**src/rtl/mem_host_pkg.sv**
```systemverilog
// Shared types and width helpers for the host-side scratchpad loader.
// Imported by mem_host_loader.
package mem_host_pkg;

    localparam int DEFAULT_DATA_WIDTH = 32;
    localparam int DEFAULT_LEN_W      = 4;

    typedef enum logic [2:0] {
        IDLE,
        WRITE,
        WACK,
        RD_ADDR,
        RD_RESP
    } state_e;

    // Bytes per memory word.
    function automatic int mask_width(input int data_width);
        return data_width / 8;
    endfunction

    // Number of byte-offset address bits inside one word.
    function automatic int ofs_width(input int data_width);
        return $clog2(data_width / 8);
    endfunction

endpackage

```
**src/rtl/mem_host_loader.sv**
```systemverilog
// Host initiator for the scratchpad host ports: turns burst commands into
// byte-masked word writes (hw_*) and combinational word reads (hr_*).
module mem_host_loader
    import mem_host_pkg::*;
#(
    parameter int DATA_WIDTH = DEFAULT_DATA_WIDTH,
    parameter int LEN_W      = DEFAULT_LEN_W
) (
    input  logic                      clk,
    input  logic                      reset,

    input  logic                      req_valid,
    output logic                      req_ready,
    input  logic                      req_write,
    input  logic [31:0]               req_addr,
    input  logic [LEN_W-1:0]          req_len,

    input  logic                      wdata_valid,
    output logic                      wdata_ready,
    input  logic [DATA_WIDTH-1:0]     wdata,
    input  logic [DATA_WIDTH/8-1:0]   wmask,

    output logic                      rsp_valid,
    input  logic                      rsp_ready,
    output logic [DATA_WIDTH-1:0]     rsp_data,
    output logic                      rsp_last,

    output logic                      wr_done,
    output logic                      busy,

    output logic [31:0]               hw_addr,
    output logic [DATA_WIDTH-1:0]     hw_data,
    output logic [DATA_WIDTH/8-1:0]   hw_mask,
    output logic                      hw_en,

    output logic [31:0]               hr_addr,
    input  logic [DATA_WIDTH-1:0]     hr_data
);

    localparam int          MASK_WIDTH = mask_width(DATA_WIDTH);
    localparam int          OFS        = ofs_width(DATA_WIDTH);
    localparam logic [31:0] ALIGN_MASK = ~((32'd1 << OFS) - 32'd1);
    localparam logic [31:0] ADDR_STEP  = 32'(MASK_WIDTH);

    state_e                  state_q,      state_d;
    logic [31:0]             cur_addr_q,   cur_addr_d;
    logic [LEN_W-1:0]        beats_left_q, beats_left_d;

    logic [31:0]             hw_addr_q,    hw_addr_d;
    logic [DATA_WIDTH-1:0]   hw_data_q,    hw_data_d;
    logic [MASK_WIDTH-1:0]   hw_mask_q,    hw_mask_d;
    logic                    hw_en_q,      hw_en_d;

    logic                    rsp_valid_q,  rsp_valid_d;
    logic [DATA_WIDTH-1:0]   rsp_data_q,   rsp_data_d;
    logic                    rsp_last_q,   rsp_last_d;

    logic                    last_beat;

    assign last_beat = (beats_left_q == '0);

    // NOTE: every signal driven here gets a default first, so no path through
    // the case statement can leave one unassigned and infer a latch.
    always_comb begin
        state_d      = state_q;
        cur_addr_d   = cur_addr_q;
        beats_left_d = beats_left_q;
        hw_addr_d    = hw_addr_q;
        hw_data_d    = hw_data_q;
        hw_mask_d    = hw_mask_q;
        hw_en_d      = 1'b0;
        rsp_valid_d  = rsp_valid_q;
        rsp_data_d   = rsp_data_q;
        rsp_last_d   = rsp_last_q;
        req_ready    = 1'b0;
        wdata_ready  = 1'b0;
        wr_done      = 1'b0;

        unique case (state_q)
            IDLE: begin
                req_ready = 1'b1;
                if (req_valid) begin
                    cur_addr_d   = req_addr & ALIGN_MASK;
                    beats_left_d = req_len;
                    state_d      = req_write ? WRITE : RD_ADDR;
                end
            end

            WRITE: begin
                wdata_ready = 1'b1;
                if (wdata_valid) begin
                    hw_addr_d    = cur_addr_q;
                    hw_data_d    = wdata;
                    hw_mask_d    = wmask;
                    hw_en_d      = 1'b1;
                    cur_addr_d   = cur_addr_q + ADDR_STEP;
                    beats_left_d = beats_left_q - LEN_W'(1);
                    if (last_beat) begin
                        state_d = WACK;
                    end
                end
            end

            // The final hw_en beat is on the bus during this cycle, so the
            // memory has taken it before req_ready can rise again.
            WACK: begin
                wr_done = 1'b1;
                state_d = IDLE;
            end

            RD_ADDR: begin
                rsp_data_d  = hr_data;
                rsp_valid_d = 1'b1;
                rsp_last_d  = last_beat;
                state_d     = RD_RESP;
            end

            RD_RESP: begin
                if (rsp_ready) begin
                    rsp_valid_d = 1'b0;
                    if (rsp_last_q) begin
                        state_d = IDLE;
                    end else begin
                        cur_addr_d   = cur_addr_q + ADDR_STEP;
                        beats_left_d = beats_left_q - LEN_W'(1);
                        state_d      = RD_ADDR;
                    end
                end
            end

            default: begin
                state_d = IDLE;
            end
        endcase
    end

    // NOTE: state updates use non-blocking assignments so every register
    // samples the pre-edge value of every other register.
    always_ff @(posedge clk) begin
        if (reset) begin
            state_q      <= IDLE;
            cur_addr_q   <= '0;
            beats_left_q <= '0;
            hw_addr_q    <= '0;
            hw_data_q    <= '0;
            hw_mask_q    <= '0;
            hw_en_q      <= 1'b0;
            rsp_valid_q  <= 1'b0;
            rsp_data_q   <= '0;
            rsp_last_q   <= 1'b0;
        end else begin
            state_q      <= state_d;
            cur_addr_q   <= cur_addr_d;
            beats_left_q <= beats_left_d;
            hw_addr_q    <= hw_addr_d;
            hw_data_q    <= hw_data_d;
            hw_mask_q    <= hw_mask_d;
            hw_en_q      <= hw_en_d;
            rsp_valid_q  <= rsp_valid_d;
            rsp_data_q   <= rsp_data_d;
            rsp_last_q   <= rsp_last_d;
        end
    end

    assign busy      = (state_q != IDLE);
    assign hr_addr   = cur_addr_q;

    assign hw_addr   = hw_addr_q;
    assign hw_data   = hw_data_q;
    assign hw_mask   = hw_mask_q;
    assign hw_en     = hw_en_q;

    assign rsp_valid = rsp_valid_q;
    assign rsp_data  = rsp_data_q;
    assign rsp_last  = rsp_last_q;

endmodule

```
**config.mk**
```make
export PLATFORM = sky130hd
export DESIGN_NAME = mem_host_loader
export DESIGN_NICKNAME = d
export VERILOG_FILES = /design/src/rtl/mem_host_pkg.sv /design/src/rtl/mem_host_loader.sv
export SDC_FILE = /design/constraint.sdc
export NUM_CORES = 1
export LEC_CHECK = 0
export ABC_AREA = 0
export CAP_MARGIN = 20
export CORE_MARGIN = 3
export CORE_UTILIZATION = 43
export CTS_CLUSTER_SIZE = 30
export DETAILED_ROUTE_END_ITERATION = 8
export HOLD_SLACK_MARGIN = 0.1
export PLACE_DENSITY = 0.8
export SETUP_SLACK_MARGIN = 0.3
export SYNTH_ARGS = -nofsm -noshare
export SYNTH_HDL_FRONTEND = slang
export SYNTH_SLANG_ARGS = --single-unit
```
**constraint.sdc**
```tcl
create_clock -name clk -period 2.6 [get_ports clk]
set_clock_uncertainty 0.2 [all_clocks]
set_input_delay 0.52 -clock clk [delete_from_list [all_inputs] [get_ports clk]]
set_output_delay 0.52 -clock clk [all_outputs]
set_load 0.03 [all_outputs]
```
# Word-level counts from Yosys, hierarchy flattened
# Cells that the tools add are included.
# word_totals
register_bits	142
inputBits	110
output_inout_bits	139
# classes
n_eq_ne	9
add_sub_neg	2
n_mux	23
n_reduce_logical	10
bitwise_logic	1
# op_table
cell	n
$mux W32	4
$pmux W32 S3	1
$add A32 B3 Y32 const B	1
$mux W4	4
$mux W3	4
$pmux W3 S4	1
$pmux W4 S3	1
$ne A2 B2 Y1 const B	5
$eq A3 B2 Y1 const B	2
$reduce_bool A3 Y1	2
$mux W1	5
$reduce_and A5 Y1	1
$logic_not A4 Y1	1
$mux W2	2
$reduce_and A2 Y1	2
$reduce_and A4 Y1	1
$sub A4 B1 Y4 const B	1
$eq A3 B1 Y1 const B	1
$eq A3 B3 Y1 const B	1
$logic_not A3 Y1	1
$pmux W1 S2	1
$reduce_bool A2 Y1	1
$reduce_or A2 Y1	1
$not A1 Y1	1

# Depth between registers and ports, before layout
# Gate-level depths: netlist of the first run.
# depth
word_depth	4
ltp_mapped	9
depth_no_buf	6

# Worst setup path before layout of the first run
# OpenSTA, ideal clock, no wires.
# synth_timing
path_type	register to register
start	reg state_q[0]
end	reg hw_addr_q[13], in the netlist hw_addr[13]
arrival_ns	2.152
setup_slack_ns	0.115
stages_incl_launch_ff	8
t_required_ns	2.268
synth_period_minus_slack_ns	2.485
path_cell_list	dfxtp_1 buf_2 nor3b_1 nand2_1 clkbuf_1 clkbuf_1 nand2_1 a21oi_1
# synth_between
elab_chain_cells	2
# synth_lines
item	line_no	text
start: declaration	mem_host_loader.sv:45	state_e state_q, state_d;
start signal: assignment	mem_host_loader.sv:152	state_q <= state_d;
$eq A3 B1 Y1	mem_host_loader.sv:79	unique case (state_q)
$reduce_and A2 Y1 (no source line)	--	
end signal: assignment	mem_host_loader.sv:155	hw_addr_q <= hw_addr_d;
end: declaration	mem_host_loader.sv:49	logic [31:0] hw_addr_q, hw_addr_d;
# Every way passes these cells.
# A chain may end at the register's enable or synchronous reset.

# Worst setup path in the final report of the first run
# layout_timing
start	reg state_q[0]
end	out wdata_ready
# layout_between
elab_chain_cells	2
# layout_lines
item	line_no	text
$eq A3 B1 Y1	mem_host_loader.sv:79	
$mux W1	mem_host_loader.sv:79	
end: declaration	mem_host_loader.sv:19	output logic wdata_ready,
# Every way passes these cells.

==> summary.md, run 1 <==
Wire segments on met2 add up to 9090 µm in the final route. The synthesized design spends more area on one cell type than any other, namely dfxtp_1. Summed over all layers, the routed wires come to 19500 µm. The setup path with the least slack is of type flop to output port. The final critical path takes up 85.9% of the cycle. Measured against its own limit, the worst slew margin works out to 57.0%.

During I/O placement, the number of pins put on the boundary was 249. The run gives 0 as the number of DRC violations after detailed routing. The number of iterations in the first detailed-routing pass was 5. Counting flops and latches in the post-synthesis netlist gives 138. After synthesis, the netlist uses 53 different library cells. The slowest stage of the critical path belongs to the cell clkdlybuf4s15_1. The floorplan has 42 rows.

CTS saw 138 sinks. The final-report hold violation count was 0. Average via count per standard cell: 5.28.

Clock root buffer: clkbuf_16. For the via count of the first global-routing pass, the log shows 5983. Across the run, the number of max-cap violations was 0. The quantity of I/O buffers inserted on ports was 242.

Traced cell by cell, the critical path runs through nor3b_2 -> clkdlybuf4s15_1. The maximum buffer depth of the clock tree was 2; the leftover overflow at the end of global routing was 0. TritonCTS built the clock tree. Synthesis handed over a netlist of 792 instances. The insertion delay of the later-clocked pin in the worst-skew pair is 420 ps, and the clock input transition at the sequential cells of the worst setup and hold paths is 60 ps. In this run the worst setup path begins at state_q[0].

The start point of the worst min-delay path was reset. The final sum of negative setup slack came out at 0 ps. Of all flip-flops after synthesis, the portion carrying an async set or reset was 0%. Diode insertion count for antenna repair: 0.

The area of the die was 0.0155 mm²; the area growth from synthesis to layout was 55.5%. For the total number of vias, the log shows 6426. The post-layout minimum cycle time was 2230 ps; the first-pass GRT wire length was 31300 µm. Global routing consumed, over all layers together, 24.5% of the routing resources.

In the detailed route, the total length drawn on met3 is 1990 µm. By area the synthesized netlist is led by dfxtp_1 (46%), nand2_1 (14%), a21oi_1 (10%). The path class of the tightest hold or removal check is input pin to flop. The main flop type after synthesis is dfxtp_1. The largest single stage delay on the critical path is 440 ps. The worst slack on hold paths was 243 ps; the top fanout value on the critical path was 4.

In this run the horizontal extent of the chip is 124 µm. In the final design database the tool counted 1139 nets. After detailed routing, the wire length on met1 is 8000 µm.

Summing every instance area after synthesis gives 0.00603 mm². For the pin with the worst max-slew slack, the measured transition is 645 ps. The overall die height is 124 µm, and the number of post-CTS setup repair buffers is 0. The violation count after the first detailed-routing iteration came out at 397. Ratio of cells with drive above 1 in the final layout: 8.75%.

The total area inside the core boundary comes to 0.0135 mm². The mean post-synth cell area is 7.61 µm². Setup repair after global routing could not meet its margin everywhere.

The kind of start point of the critical path was a flop. The run gives 0.544 mV as the maximum vdd ir drop. Maximum achievable frequency: 448 MHz.

At the worst endpoint, the arrival time is 1510 ps. The tools report the number of antenna violations at the first check in global routing as 0. In this run the power density over the cells is 659 mW/mm².

The run gives 17 as the number of buffers created by CTS. The analysis attributes to cell leakage a power of 3.42 nW. In this run the critical register-to-register path is launched from hr_addr[2].

Count of pins over their slew limit: 0. For this configuration, the core starts out at a cell density of 44.8%. For this run, the number of Yosys warnings is 0.

Top layer reached by signal wires: met4. The number of enable-type register cells in the synthesized netlist works out to 0. The detail route stage leaves a number of antenna-violating nets equal to 0. The run finished with clean final reports. Sorting the synthesized cells by how often they occur yields nand2_1 (230), dfxtp_1 (138), a21oi_1 (124). The kind of end point of the critical path was an output port. The run gives 0 as the total setup violations reported at the end of the flow. By instance count, the leading cell after synthesis is nand2_1. The top cell type's share of synthesized area is 45.8%, and the global placement routability congestion is 0.889. The total number of H-tree levels is 4.

Data on the critical path is required at its endpoint by 1880 ps. The wire-length estimate of the detail-placed layout is 13700 µm. Entering global routing, the biggest net connects 50 pins.

Dividing the detail-routed wire length by the instance count gives 16.0 µm. For this run, the register share of the synthesized area comes to 45.8%.
[per-stage QoR]
step                total power, W  instance area (µm²)  std cells  utilization (%)  setup slack [ps]
floorplan                  0.00308                 6050        795                -               404
global placement           0.00368                 8750       1184             65.0               116
detailed placement         0.00369                 8750       1184             65.0              55.0
CTS                        0.00622                 9350       1216             69.5               213
global route               0.00643                 9380       1216             69.7               291
finish                     0.00618                 9380       1216             69.7               367
[cell usage in the layout (no fill, tap or decap), drive strengths merged, types with 3 or more instances in the layout]
| cell | synthesis | layout |
|---|---|---|
| clkinvlp | 0 | 3 |
| o21ai | 31 | 31 |
| clkdlybuf4s50 | 0 | 211 |
| a211oi | 3 | 3 |
| clkbuf | 44 | 21 |
| o31ai | 8 | 8 |
| a211o | 3 | 3 |
| a21oi | 125 | 125 |
| buf | 22 | 40 |
| bufinv | 0 | 4 |
| inv | 6 | 6 |
| dfxtp | 138 | 138 |
| nor4 | 9 | 9 |
| o22ai | 5 | 5 |
| nand4 | 13 | 13 |
| mux2i | 13 | 13 |
| and3 | 6 | 6 |
| clkinv | 0 | 5 |
| nor3 | 16 | 16 |
| nor3b | 5 | 5 |
| dlygate4sd2 | 0 | 24 |
| o211ai | 3 | 3 |
| and2 | 18 | 18 |
| conb | 1 | 4 |
| nand2 | 230 | 230 |
| nand3b | 6 | 6 |
| nand2b | 4 | 4 |
| a21o | 3 | 3 |
| nor2 | 22 | 22 |
| a31oi | 4 | 4 |
| nand3 | 22 | 22 |
| and4 | 6 | 6 |
| or2 | 3 | 3 |
[worst paths after layout]
kind / slack, ps / cells past startpoint / end
worst max-delay path: 370 / 2 / wdata_ready
worst min-delay path: 240 / 2 / hr_addr[8]
worst max register to register: 420 / 6 / hr_addr[20]
worst min register to register: 250 / 2 / rsp_data[4]
[flip-flops by register name, summed over array words and instances (netlist names)]
name,cells
hr_addr,30
beats_left_q,4
hw_mask,4
hw_addr,30
rsp_last,1
rsp_valid,1
hw_en,1
hw_data,32
rsp_data,32
state_q,3
[report_power, final]
group	total (W)	switching, W	internal [W]
logic	0.00126	0.000710	0.000552
registers	0.00236	0.000127	0.00223
clock network	0.00255	0.000904	0.00165
[layout make-up]
cell class                 instances  area, µm²
sequential                       138       2770
fill                            1143       4080
multi-input combinational        585       3000
timing repair buffer             279       2730
inverter                           6       22.5
clock inverter                    12        171
clock buffer                      20        457
tap                              176        220
[layer usage]
layer,up-vias,GRT usage [%]
met5,-,0
met4,0,8.19
met3,29,10.2
met2,252,38.7
met1,2969,30.3
li1,3176,-
[cells by family (layout without fill, tap and decap cells)]
kind of cell	Yosys count	after routing	synth area share (%)
AO/OA/AOI/OAI	196	196	18.1
XOR/XNOR	1	1	0.145
AND/OR/NAND/NOR	367	367	27.8
multiplexers	15	15	2.53
flip-flops	138	138	45.8
other	1	4	0.0622
adder cells (fa/ha/maj)	2	2	0.415
buffers and inverters	72	317	5.10
[repair_timing]
action	in CTS	in global routing
resized for setup	27	13
hold endpoints to repair	0	0
pin swaps	0	0
cloned	0	0
hold buffers	0	0
setup endpoints to repair	26	15
[critical path: cells and delay by family, from the launching register on]
| family | cells | cell delay [ps] |
|---|---|---|
| buffers and inverters | 1 | 440 |
| and+or+nand+nor | 1 | 270 |
| DFF | 1 | 390 |
(Power assumes the default switching activity.)
==> run 2, diff against run 1 <==
--- a/config.mk
+++ b/config.mk
@@ -9,9 +9,9 @@
 export CAP_MARGIN = 20
 export CORE_MARGIN = 3
-export CORE_UTILIZATION = 43
+export CORE_UTILIZATION = 47
 export CTS_CLUSTER_SIZE = 30
 export DETAILED_ROUTE_END_ITERATION = 8
 export HOLD_SLACK_MARGIN = 0.1
-export PLACE_DENSITY = 0.8
+export PLACE_DENSITY = 0.87
 export SETUP_SLACK_MARGIN = 0.3
 export SYNTH_ARGS = -nofsm -noshare
==> constraint.sdc (replaced) <==
create_clock -name clk -period 2.61 [get_ports clk]
set_clock_uncertainty 0.2 [all_clocks]
set_input_delay 0.261 -clock clk [delete_from_list [all_inputs] [get_ports clk]]
set_output_delay 0.261 -clock clk [all_outputs]
set_load 0.03 [all_outputs]
==> run 2 against run 1 <==
Compared with the run above: combinational power about the same; total power up 3.4%; count of clock-buffer cells in the layout unchanged; utilization up 6.8 points; sequential power is essentially flat; setup slack improved by 26 ps; flip-flop and latch count did not move.
==> summary.md, run 2 (synthesis gave the netlist of run 1 again) <==
The run finished with clean final reports. The logs give 0 (unchanged) for the number of antenna violations at the first check in global routing and 27.3% (was 24.5%) for the all-layer global routing usage. The area growth from synthesis to layout was 55.5% (about the same).

The final-report hold violation count was 0 (unchanged); the leftover overflow at the end of global routing was 0 (unchanged). The clock input transition at the sequential cells of the worst setup and hold paths is 60 ps (about the same). The logs give 2750 ps (was 1880 ps) for the data required time of the critical path and 0.00938 mm² (about the same) for the cell area after layout.

The type of the worst min-delay path is input pin to flop (unchanged). The total setup violations reported at the end of the flow was 0 (unchanged); the worst max-slew margin expressed relative to the limit was 49.2% (was 57.0%). The area of placed instances is 0.00865 mm² (was 0.00875 mm²). For the number of maximum-capacitance constraint violations, the log shows 0 (unchanged). The logs give 57 (was 50) for the pin count of the biggest net entering global routing and 187 ps (was 243 ps) for the worst slack on hold paths. The tools report the total number of vias as 6550 (was 6426).

The violation count after the first detailed-routing iteration is 516 (was 397). The path depth of the worst reg2reg path is 7 (was 6). The insertion delay of the later-clocked pin in the worst-skew pair was 420 ps (about the same); the number of DRC violations after detailed routing was 0 (unchanged). The source of the worst register-to-register timing path is state_q[0] (was hr_addr[2]). The average detailed-routed wire length per instance was 16.5 µm (was 16.0 µm). Endpoint of the worst hold path: rsp_data[27] (was hr_addr[8]). The logs give 0 (unchanged) for the diode insertion count for antenna repair and 0.932 (was 0.889) for the global placement routability congestion. The top fanout value on the critical path is 13 (was 4), and the number of sinks driven by the clock tree is 138 (unchanged). The maximum buffer depth of the clock tree was 2 (unchanged); the quantity of I/O buffers inserted on ports was 242 (unchanged).

The power per unit of standard cell area works out to 681 mW/mm² (was 659 mW/mm²). The tools report the kind of end point of the critical path as a flop (was an output port). The number of placement rows was 40 (was 42). The overall die height was 119 µm (was 124 µm). TritonCTS built the clock tree. The maximum achievable frequency was 451 MHz.

For the layout net count, the log shows 1133 (was 1139). The destination of the worst register-to-register timing path is hr_addr[14] (was hr_addr[20]). The maximum vdd ir drop was 0.613 mV (was 0.544 mV). Most common cell after layout, fill and taps aside: clkdlybuf4s50_1 (was nand2_1). The start point of the worst min-delay path was hr_data[27] (was reset).

Leakage power figure: 3.30 nW (was 3.42 nW). The run gives 0.00639 W (was 0.00618 W) as the power after layout. The logs give 0 (unchanged) for the count of pins over their slew limit and 0 (unchanged) for the remaining antenna violation count. The tools report the first-pass GRT wire length as 31400 µm (was 31300 µm). The total number of H-tree levels was 4 (unchanged); the number of I/O pins was 249 (unchanged).

For the final sum of negative setup slack, the log shows 0 ps (unchanged). For the placed wire-length estimate after detailed placement, the log shows 13900 µm (was 13700 µm). The die outline width was 119 µm (was 124 µm). The portion of the clock cycle consumed by the worst path in the final layout is 85.0%. For the finished layout, the period the worst path requires is 2220 ps. The area of the core came out at 0.0123 mm² (was 0.0135 mm²). The slew at the pin closest to its max-slew limit was 757 ps (was 645 ps).

The clock root buffer was clkbuf_16 (unchanged). The worst-case setup slack after placement was 197 ps (was 55.0 ps). The kind of start point of the critical path is a flop (unchanged). The number of cells on the worst hold path is 3 (was 2).

Commonest non-fill, non-tap cells in the layout: clkdlybuf4s50_1 (237), nand2_1 (229), dfxtp_1 (135) (was nand2_1 (229), clkdlybuf4s50_1 (211), dfxtp_1 (134)). Fill cell total of the finished layout: 878 (was 1143). Average via count per standard cell: 5.45 (was 5.28). The via count of the first global-routing pass was 6244 (was 5983).

The ratio of cells with drive above 1 in the final layout is 7.83% (was 8.75%). Worst reg-to-reg setup slack: 390 ps (was 420 ps). For the starting utilization of the core area, the log shows 49.2% (was 44.8%). The area of the die came out at 0.0142 mm² (was 0.0155 mm²).

The tools report the worst setup margin as 392 ps (was 367 ps). The number of buffers created by CTS came out at 17 (unchanged). Kind of critical path: flop to flop (was flop to output port). The logs give 2350 ps (was 1510 ps) for the arrival time at the worst endpoint and 19900 µm (was 19500 µm) for the sum of routed wire length over all layers.

Number of iterations in the first detailed-routing pass: 5 (unchanged). Setup repair after global routing left no endpoint under its margin.
[run 2: through the flow]
step	instances	utilization, %
5_1_grt	1202	76.5
3_5_place_dp	1168	70.6
6_report	1202	76.5
2_1_floorplan	795	-
3_3_place_gp	1168	70.6
4_1_cts	1201	76.2
[run 2: power breakdown]
part	internal [W]	total (W)	switching (W)
clock network	0.00186	0.00278	0.000913
registers	0.00223	0.00236	0.000132
logic	0.000557	0.00126	0.000700
total	0.00464	0.00639	0.00174
[run 2: what timing repair did]
| item | CTS | global route |
|---|---|---|
| hold endpoints to repair | 14 | 0 |
| endpoints found under the setup margin | 4 | 18 |
| buffers inserted | 0 | 1 |
| pin swaps | 0 | 1 |
| hold buffers | 1 | 0 |
| cloned | 0 | 0 |
| resized for setup | 4 | 5 |
[run 2: worst max path at each step]
stage | start | endpoint | slack (ps)
CTS | state_q[1] | busy | 240
detailed placement | wdata_valid | beats_left_q[1] | 200
global placement | wdata_valid | hr_addr[7] | 280
finish | state_q[0] | hr_addr[14] | 390
floorplan | hr_addr[6] | hr_addr[20] | 410
global route | state_q[0] | hr_addr[14] | 290
[run 2: worst max-delay path, stage by stage, from the launching register on]
cell,delay [ps]
dfxtp_1,350
buf_4,170
mux2_2,350
a21oi_2,270
or2_4,220
buf_4,200
o21ai_0,150
a21oi_1,220
[run 2: metal layers]
layer	share of wire [%]	routed length, µm	global-route usage, %
met1	39	7820	32.4
met2	49	9680	45.1
met3	10	1990	10.2
met4	1.9	372	9.56
met5	0	0	0
[run 2: cell type report]
type | count | area, µm² | area share, %
multi-input cells | 585 | 3000 | 32.0
flip-flops and latches | 138 | 2770 | 29.5
repair buffers | 273 | 2690 | 28.7
clock buffers | 20 | 467 | 4.98
clock inverters | 12 | 218 | 2.32
well taps | 168 | 210 | 2.24
inverters | 6 | 22.5 | 0.240
